--- src/rtl/multi_nco_pwm.sv ---
// Multi-voice NCO mixer: per-channel phase accumulators with waveform and gain,
// summed with saturation once per PWM frame and played out as PWM audio.
module multi_nco_pwm #(
  parameter int CHANNELS = 4,
  parameter int PHASE_W  = 16,
  parameter int OUT_W    = 8,
  parameter int GAIN_W   = 4,
  parameter int CH_W     = (CHANNELS > 1) ? $clog2(CHANNELS) : 1
) (
  input  logic                clk,
  input  logic                reset,
  input  logic                cfg_wr,
  input  logic [CH_W-1:0]     cfg_ch,
  input  logic [PHASE_W-1:0]  cfg_freq,
  input  logic [1:0]          cfg_mode,
  input  logic [GAIN_W-1:0]   cfg_gain,
  input  logic [CHANNELS-1:0] enable_mask,
  output logic [OUT_W-1:0]    sample,
  output logic                sample_tick,
  output logic                AUD_PWM,
  output logic                AUD_SD
);

  localparam int ACC_W  = OUT_W + $clog2(CHANNELS) + 1;
  localparam int PROD_W = OUT_W + GAIN_W;
  localparam logic [OUT_W-1:0] CNT_MAX = '1;

  typedef enum logic [1:0] {
    IDLE  = 2'd0,
    ACCUM = 2'd1,
    LATCH = 2'd2
  } state_t;

  state_t             state_q, state_d;
  logic [CH_W-1:0]    ch_q, ch_d;
  logic [ACC_W-1:0]   acc_q, acc_d;
  logic [OUT_W-1:0]   sample_q, sample_d;
  logic [OUT_W-1:0]   pwm_cnt_q, pwm_cnt_d;
  logic [OUT_W-1:0]   duty_q, duty_d;
  logic               tick_q, tick_d;
  logic               pwm_q, pwm_d;
  logic               sd_q, sd_d;

  logic [PHASE_W-1:0] phase_arr [CHANNELS];
  logic [1:0]         mode_arr  [CHANNELS];
  logic [GAIN_W-1:0]  gain_arr  [CHANNELS];

  // Per-channel configuration and phase; phase advances only when this channel is mixed.
  for (genvar gi = 0; gi < CHANNELS; gi++) begin : g_ch
    logic [PHASE_W-1:0] phase_q, phase_d;
    logic [PHASE_W-1:0] freq_q, freq_d;
    logic [1:0]         mode_q, mode_d;
    logic [GAIN_W-1:0]  gain_q, gain_d;

    always_comb begin
      freq_d  = freq_q;
      mode_d  = mode_q;
      gain_d  = gain_q;
      phase_d = phase_q;
      if (cfg_wr && (cfg_ch == CH_W'(gi))) begin
        freq_d = cfg_freq;
        mode_d = cfg_mode;
        gain_d = cfg_gain;
      end
      if ((state_q == ACCUM) && (ch_q == CH_W'(gi))) begin
        phase_d = phase_q + freq_q;
      end
    end

    always_ff @(posedge clk or negedge reset) begin
      if (!reset) begin
        phase_q <= '0;
        freq_q  <= '0;
        mode_q  <= '0;
        gain_q  <= '0;
      end else begin
        phase_q <= phase_d;
        freq_q  <= freq_d;
        mode_q  <= mode_d;
        gain_q  <= gain_d;
      end
    end

    assign phase_arr[gi] = phase_q;
    assign mode_arr[gi]  = mode_q;
    assign gain_arr[gi]  = gain_q;
  end

  // Waveform and gain for the channel currently selected by ch_q.
  logic [OUT_W-1:0]  p;
  logic [OUT_W-1:0]  p_dbl;
  logic [OUT_W-1:0]  wave;
  logic [GAIN_W:0]   gain_p1;
  logic [PROD_W-1:0] prod;
  logic [OUT_W-1:0]  scaled;
  logic [ACC_W-1:0]  acc_sum;

  always_comb begin
    p       = OUT_W'(phase_arr[ch_q] >> (PHASE_W - OUT_W));
    p_dbl   = OUT_W'(p << 1);
    wave    = '0;
    case (mode_arr[ch_q])
      2'd0:    wave = p;
      2'd1:    wave = {OUT_W{p[OUT_W-1]}};
      2'd2:    wave = p[OUT_W-1] ? ~p_dbl : p_dbl;
      default: wave = '0;
    endcase
    gain_p1 = {1'b0, gain_arr[ch_q]} + 1'b1;
    prod    = PROD_W'(wave) * PROD_W'(gain_p1);
    scaled  = OUT_W'(prod >> GAIN_W);
    acc_sum = acc_q + (enable_mask[ch_q] ? ACC_W'(scaled) : '0);
  end

  // Frame sequencer: one channel per clock, sample committed with the last channel.
  always_comb begin
    state_d  = state_q;
    ch_d     = ch_q;
    acc_d    = acc_q;
    sample_d = sample_q;
    case (state_q)
      IDLE: begin
        if (pwm_cnt_q == '0) begin
          state_d = ACCUM;
          ch_d    = '0;
          acc_d   = '0;
        end
      end
      ACCUM: begin
        acc_d = acc_sum;
        if (ch_q == CH_W'(CHANNELS - 1)) begin
          state_d  = LATCH;
          sample_d = (acc_sum > ACC_W'(CNT_MAX)) ? CNT_MAX : OUT_W'(acc_sum);
        end else begin
          ch_d = ch_q + 1'b1;
        end
      end
      LATCH: begin
        state_d = IDLE;
      end
      default: begin
        state_d = IDLE;
      end
    endcase
  end

  always_comb begin
    pwm_cnt_d = pwm_cnt_q + 1'b1;
    tick_d    = (pwm_cnt_q == CNT_MAX);
    duty_d    = (pwm_cnt_q == CNT_MAX) ? sample_q : duty_q;
    pwm_d     = (pwm_cnt_q < duty_q);
    sd_d      = 1'b1;
  end

  always_ff @(posedge clk or negedge reset) begin
    if (!reset) begin
      state_q   <= IDLE;
      ch_q      <= '0;
      acc_q     <= '0;
      sample_q  <= '0;
      pwm_cnt_q <= '0;
      duty_q    <= '0;
      tick_q    <= 1'b0;
      pwm_q     <= 1'b0;
      sd_q      <= 1'b0;
    end else begin
      state_q   <= state_d;
      ch_q      <= ch_d;
      acc_q     <= acc_d;
      sample_q  <= sample_d;
      pwm_cnt_q <= pwm_cnt_d;
      duty_q    <= duty_d;
      tick_q    <= tick_d;
      pwm_q     <= pwm_d;
      sd_q      <= sd_d;
    end
  end

  assign sample      = sample_q;
  assign sample_tick = tick_q;
  assign AUD_PWM     = pwm_q;
  assign AUD_SD      = sd_q;

endmodule

--- config.mk ---
export PLATFORM = sky130hd
export DESIGN_NAME = multi_nco_pwm
export DESIGN_NICKNAME = d
export VERILOG_FILES = /design/src/rtl/multi_nco_pwm.sv
export SDC_FILE = /design/constraint.sdc
export NUM_CORES = 1
export LEC_CHECK = 0
export ABC_AREA = 1
export CAP_MARGIN = 20
export CORE_MARGIN = 2
export CORE_UTILIZATION = 40
export CTS_CLUSTER_SIZE = 8
export DETAILED_ROUTE_END_ITERATION = 16
export HOLD_SLACK_MARGIN = 0.08
export SETUP_SLACK_MARGIN = 0.02
export SYNTH_ARGS = -nofsm -noshare
export SYNTH_HDL_FRONTEND = slang
export SYNTH_SLANG_ARGS = --single-unit
--- constraint.sdc ---
create_clock -name clk -period 7.4 [get_ports clk]
set_clock_uncertainty 0.05 [all_clocks]
set_input_delay 1.48 -clock clk [delete_from_list [all_inputs] [get_ports clk]]
set_output_delay 1.48 -clock clk [all_outputs]
set_load 0.05 [all_outputs]
Word level (Yosys, flattened, before mapping). Cells that the tools add are included.

Logic and storage cells: 94. Output and inout bits: 11. Register bits after elaboration: 194. Input port bits: 31.

Eq/ne operators: 13. Multipliers: 1. Reductions and logical operators: 18. Bitwise gates (word level): 2. Multiplexer cells: 23. Magnitude comparators: 4. $add $sub $neg: 8.

Operators by type and width (count): 16-bit adder (4); 16-bit binary-select mux with 2-bit select (1); 16-bit two-way mux (2); 8-bit two-way mux (3); 8-bit one-hot mux with 3 select lines (1); 11-bit one-hot mux with 2 select lines (1); 8-bit by 5-bit multiplier with 12-bit output (1); 2-bit two-way mux (6); 11-bit by 8-bit adder with 11-bit output (1); 11-bit by 8-bit greater-than comparator with 1-bit output, second input constant (1); 11-bit two-way mux (1); 2-bit == test, second input constant (5); 8-bit by 1-bit adder with 8-bit output, second input constant (1); 4-bit binary-select mux with 2-bit select (1); 2-bit by 1-bit == test with 1-bit output, second input constant (4); 8-bit == test, second input constant (1); 1-bit logical AND (8); 2-bit logical NOT (4); 8-bit logical NOT (1); 8-bit < comparator (1); 4-bit two-way mux (2); 8-bit inverter (1); 2-bit one-hot mux with 2 select lines (2); 2-bit AND reduction (3); 12 further kinds (13).

Depth between registers and ports, before layout.
Word-level depth: 12. Depth in mapped cells: 39. Gate-level depth less buffers: 38.

Least setup slack after synthesis. Ideal clock, no wire load.

Kind: reg-to-reg. Start point: reg ch_q[1]. End point: reg sample_q[7] (netlist: sample[7]). Arrival: 6.255 ns. Setup time: 0.120 ns. Required time: 7.230 ns. Clock period less this slack: 6.425 ns. Buffers on the path: 3. Setup slack: 0.975 ns. Cell stages (with the launch flop): 34. Cells stage by stage: dfrtp_1 > buf_4 > inv_2 > buf_2 > buf_2 > o21ai_0 > o22ai_1 > ha_1 > nand4_1 > or2_2 > fa_1 > fa_1 > fa_1 > inv_1 > ha_1 > a21oi_1 > nor2_1 > a211oi_1 > o21ai_4 > o21ai_1 > a21oi_1 > ha_1 > nand2_1 > o21ai_0 > nand2_1 > nand2_1 > nand3_1 > xnor2_1 > inv_1 > nand2_1 > nor2_1 > nand3_1 > o21ai_0 > inv_1.

Longest elaborated chain between the ends: 12. Elaborated cells between the ends (all ways): 26. Classes of those cells: 2 x add/sub; 1 x mul; 1 x order compare; 3 x eq/ne; 15 x mux; 2 x bitwise; 2 x reduce/logical.

RTL lines: from (decl) (line 35) `logic [CH_W-1:0] ch_q, ch_d;`; from (signal assigned) (line 167) `ch_q <= ch_d;`; branches (longest 12 deep; another with 8-bit by 5-bit multiplier with 12-bit output); to (signal assigned) (line 169) `sample_q <= sample_d;`; to (decl) (line 37) `logic [OUT_W-1:0] sample_q, sample_d;`.

Parallel ways; which one is timed is not known. The select of a mux whose other input is x is not followed. A chain may end at the register's enable or synchronous reset.

Final worst setup path.
Start point: reg ch_q[0]. End point: reg sample_q[4] (netlist: sample[4]).

Same word-level chain as after synthesis.

==> run summary <==
CP endpoint kind = flop
post-placement cell count = 1890
maximum root-to-sink buffer count = 2
EDFF count, synth = 0
Synth Net Count = 1646
mean routed wirelength per cell = 14.3 µm
synth warn = 0
Finished Cell Area = 13600 µm²
Non-Filler Instances = 1921
min Tclk post-route = 6.83 ns
crit-path most repeated cell = nand2_1
root buf cell = clkbuf_16
Power per Cell Area = 220 nW/µm²
Max Slew Vio Count = 0
Final nets = 1671
# IOs = 42
register area share after synthesis = 39.9%
share of cells above drive strength 1 = 5.23%
Synth top cells by count = nand2_1, o21ai_0, dfrtp_1
DRT Pass-1 Iters = 5
slowest CP cell = fa_1
Area Overhead vs Synth = 11.3%
# setup viols final = 0
RSZ-0062 raised after global routing = no
sequential share of power = 41.5%
die extent in x = 178 µm
Core Region = 29800 µm²
power share of the clock group = 32.4%
Crit Path Category = reg2reg
Starting Density = 40.9%
DP HPWL = 20.9 mm
Total GRT Usage = 18.4%
final worst path period share = 92.3%
Post-Syn Area per Cell = 8.15 µm²
fill cell total of the finished layout = 2967
Placement Cell Area = 13000 µm²
die area = 31900 µm²
antenna violations before repair = 0
Hold Buf Count CTS = 0
Yosys cell types = 45
Main synth FF type = dfrtp_1
Slew @ Worst Pin = 0.967 ns
CTS buffer count = 17
met2 Use GR = 30.8%
TritonCTS clock tree = done
Post-Synthesis Cell Area = 12200 µm²
Critical Path RT = 7.67 ns
drt drc = 0
met1 usage = 25.1%
MaxCap Viol Count = 0
total global routing overflow = 0
Hold Path Stages = 2
vias in the first global route = 9322
Placement Rows = 63
Comb pwr share = 26.1%
Die Y = 178 µm
ranking of synthesized cells by area = dfrtp_1, nand2_1, ha_1, o21ai_0, inv_1
startpoint class of the critical path = flop
outcome = finished, final reports clean
r2r worst-path depth = 32
Worst-path clk slew = 0.08 ns
CTS Sinks = 194
Pleak = 6.83 nW
Switch Pwr = 0.994 mW
drt via density = 5.07
WP data arrival = 7.10 ns
vias post-DR = 9736
final RePlAce weighted congestion = 0.841
Worst path max stage delay = 0.54 ns
Antenna Violating Nets Remaining = 0
first-pass GRT wire length = 46.6 mm
Fmax achieved = 146 MHz
area leader, netlist = dfrtp_1
worst vdd ir = 0.180 mV
Final Total Pwr = 2.98 mW
Detailed Route WL = 27.6 mm
DRT iter0 DRCs = 651
area share of the largest cell type after synthesis = 39.9%
Antenna diodes = 0
Worst-Skew Late Latency = 0.44 ns
met3 Usage GRT = 2.90%
Int Pwr = 1.98 mW
final hold violations = 0
sw frac = 33.4%
largest net degree at the start of global routing = 73
FFs w/ async S/R, synth = 100%
IO Port Bufs = 41
Setup TNS = 0 ns
H-Tree Depth = 4
Post-Syn Instances = 1494
most common cell in the netlist = nand2_1
busiest grt layer = met2
Critical Path Fanout Max = 34
flip-flop and latch count after synthesis = 194
worst rel slew slack = 35.4%
Hold WC Path Type = reg2reg
state kept, by name, indices dropped and copies added, names as in the netlist:
register / flops
g_ch.freq_q: 64
pwm_cnt_q: 8
g_ch.gain_q: 16
sample: 8
AUD_SD: 1
g_ch.phase_q: 64
ch_q: 2
state_q: 2
g_ch.mode_q: 8
AUD_PWM: 1
duty_q: 8
acc_q: 11
sample_tick: 1
cells by family after synthesis:
kind of cell | count (synthesis) | synth area share [%]
simple gates | 553 | 19.4
compound gates | 345 | 15.3
mux | 1 | 0.0925
flops | 194 | 39.9
fa+ha+maj | 121 | 13.7
buf+inv | 212 | 6.79
other cells | 1 | 0.0308
xor+xnor | 67 | 4.82
through the flow:
step / hold slack, ns / util, % / worst slack, ns
after floorplan: 0.398 / - / 0.975
after global placement: 0.418 / 43.5 / 0.664
after detailed placement: 0.420 / 43.5 / 0.409
after CTS: 0.440 / 45.5 / 0.399
after global routing: 0.458 / 45.5 / 0.0213
final: 0.435 / 45.5 / 0.569
critical path, delay by kind of cell (launching register included):
kind | cells | cell delay [ns]
xor+xnor | 1 | 0.14
flops | 1 | 0.39
simple gates | 13 | 1.73
compound gates | 7 | 1.28
fa+ha+maj | 6 | 2.46
buf+inv | 5 | 0.66
repair_timing:
item / CTS / global route
setup endpoints to repair: 0 / 8
buffers inserted: 0 / 0
gates resized for setup: 0 / 1
hold endpoints to repair: 0 / 0
placed cells by master (no fill, tap or decap), types with 3 or more instances in the layout:
master,synthesis,layout
inv_6,0,5
nand4_1,7,7
nand2_1,375,375
nand2_2,13,13
o31ai_1,4,4
a21o_1,6,6
a21boi_0,5,5
inv_1,163,163
o21ai_1,12,12
fa_1,21,21
o211ai_1,7,7
nor2_1,43,42
clkinv_4,0,3
inv_8,0,3
o21ai_0,198,198
a21oi_1,84,84
o2111ai_1,5,5
clkbuf_16,0,17
or2_2,9,9
clkdlybuf4s50_1,0,40
buf_4,4,9
nor3_1,10,10
xnor2_1,25,25
a21boi_1,8,8
inv_2,4,4
o22ai_1,7,7
ha_1,100,100
xor2_1,42,42
nand3_1,84,84
a32oi_1,3,3
dfrtp_1,194,194
final cells by class:
cell class | instances | area [µm²] | area share (%)
Multi-Input combinational cell | 1088 | 6500 | 47.9
Timing Repair Buffer | 50 | 482 | 3.55
Clock inverter | 13 | 164 | 1.21
Tap cell | 390 | 488 | 3.60
Sequential cell | 194 | 4850 | 35.8
Clock buffer | 18 | 439 | 3.24
Inverter | 168 | 633 | 4.67
power groups by stage:
stage	Combinational (mW)	Sequential, mW	Clock (mW)
floorplan	0.601	1.23	0
global placement	0.761	1.26	0
detailed placement	0.780	1.26	0
CTS	0.783	1.24	0.987
global route	0.900	1.25	1.03
finish	0.777	1.24	0.964
final timing paths:
check                                              startpoint                              end  slack [ns]
worst max-delay path                      ch_q[0]$_DFFE_PN0P_            sample[4]$_DFFE_PN0P_        0.57
worst min-delay path            g_ch[1].gain_q[1]$_DFFE_PN0P_    g_ch[1].gain_q[1]$_DFFE_PN0P_        0.43
worst max register to register            ch_q[0]$_DFFE_PN0P_            sample[4]$_DFFE_PN0P_        0.57
worst min register to register  g_ch[1].gain_q[1]$_DFFE_PN0P_    g_ch[1].gain_q[1]$_DFFE_PN0P_        0.43
max in group asynchronous                               reset  g_ch[0].phase_q[14]$_DFFE_PN0P_        5.06
min in group asynchronous                               reset            duty_q[7]$_DFFE_PN0P_        0.95
layer usage:
layer | routed length, µm | part of all wire (%) | vias up
met5 | 0 | 0 | -
met4 | 318 | 1.2 | 0
met3 | 903 | 3.3 | 22
met2 | 13000 | 47 | 165
met1 | 13300 | 48 | 4568
li1 | - | - | 4981
Power figures use the tool's default switching activity.
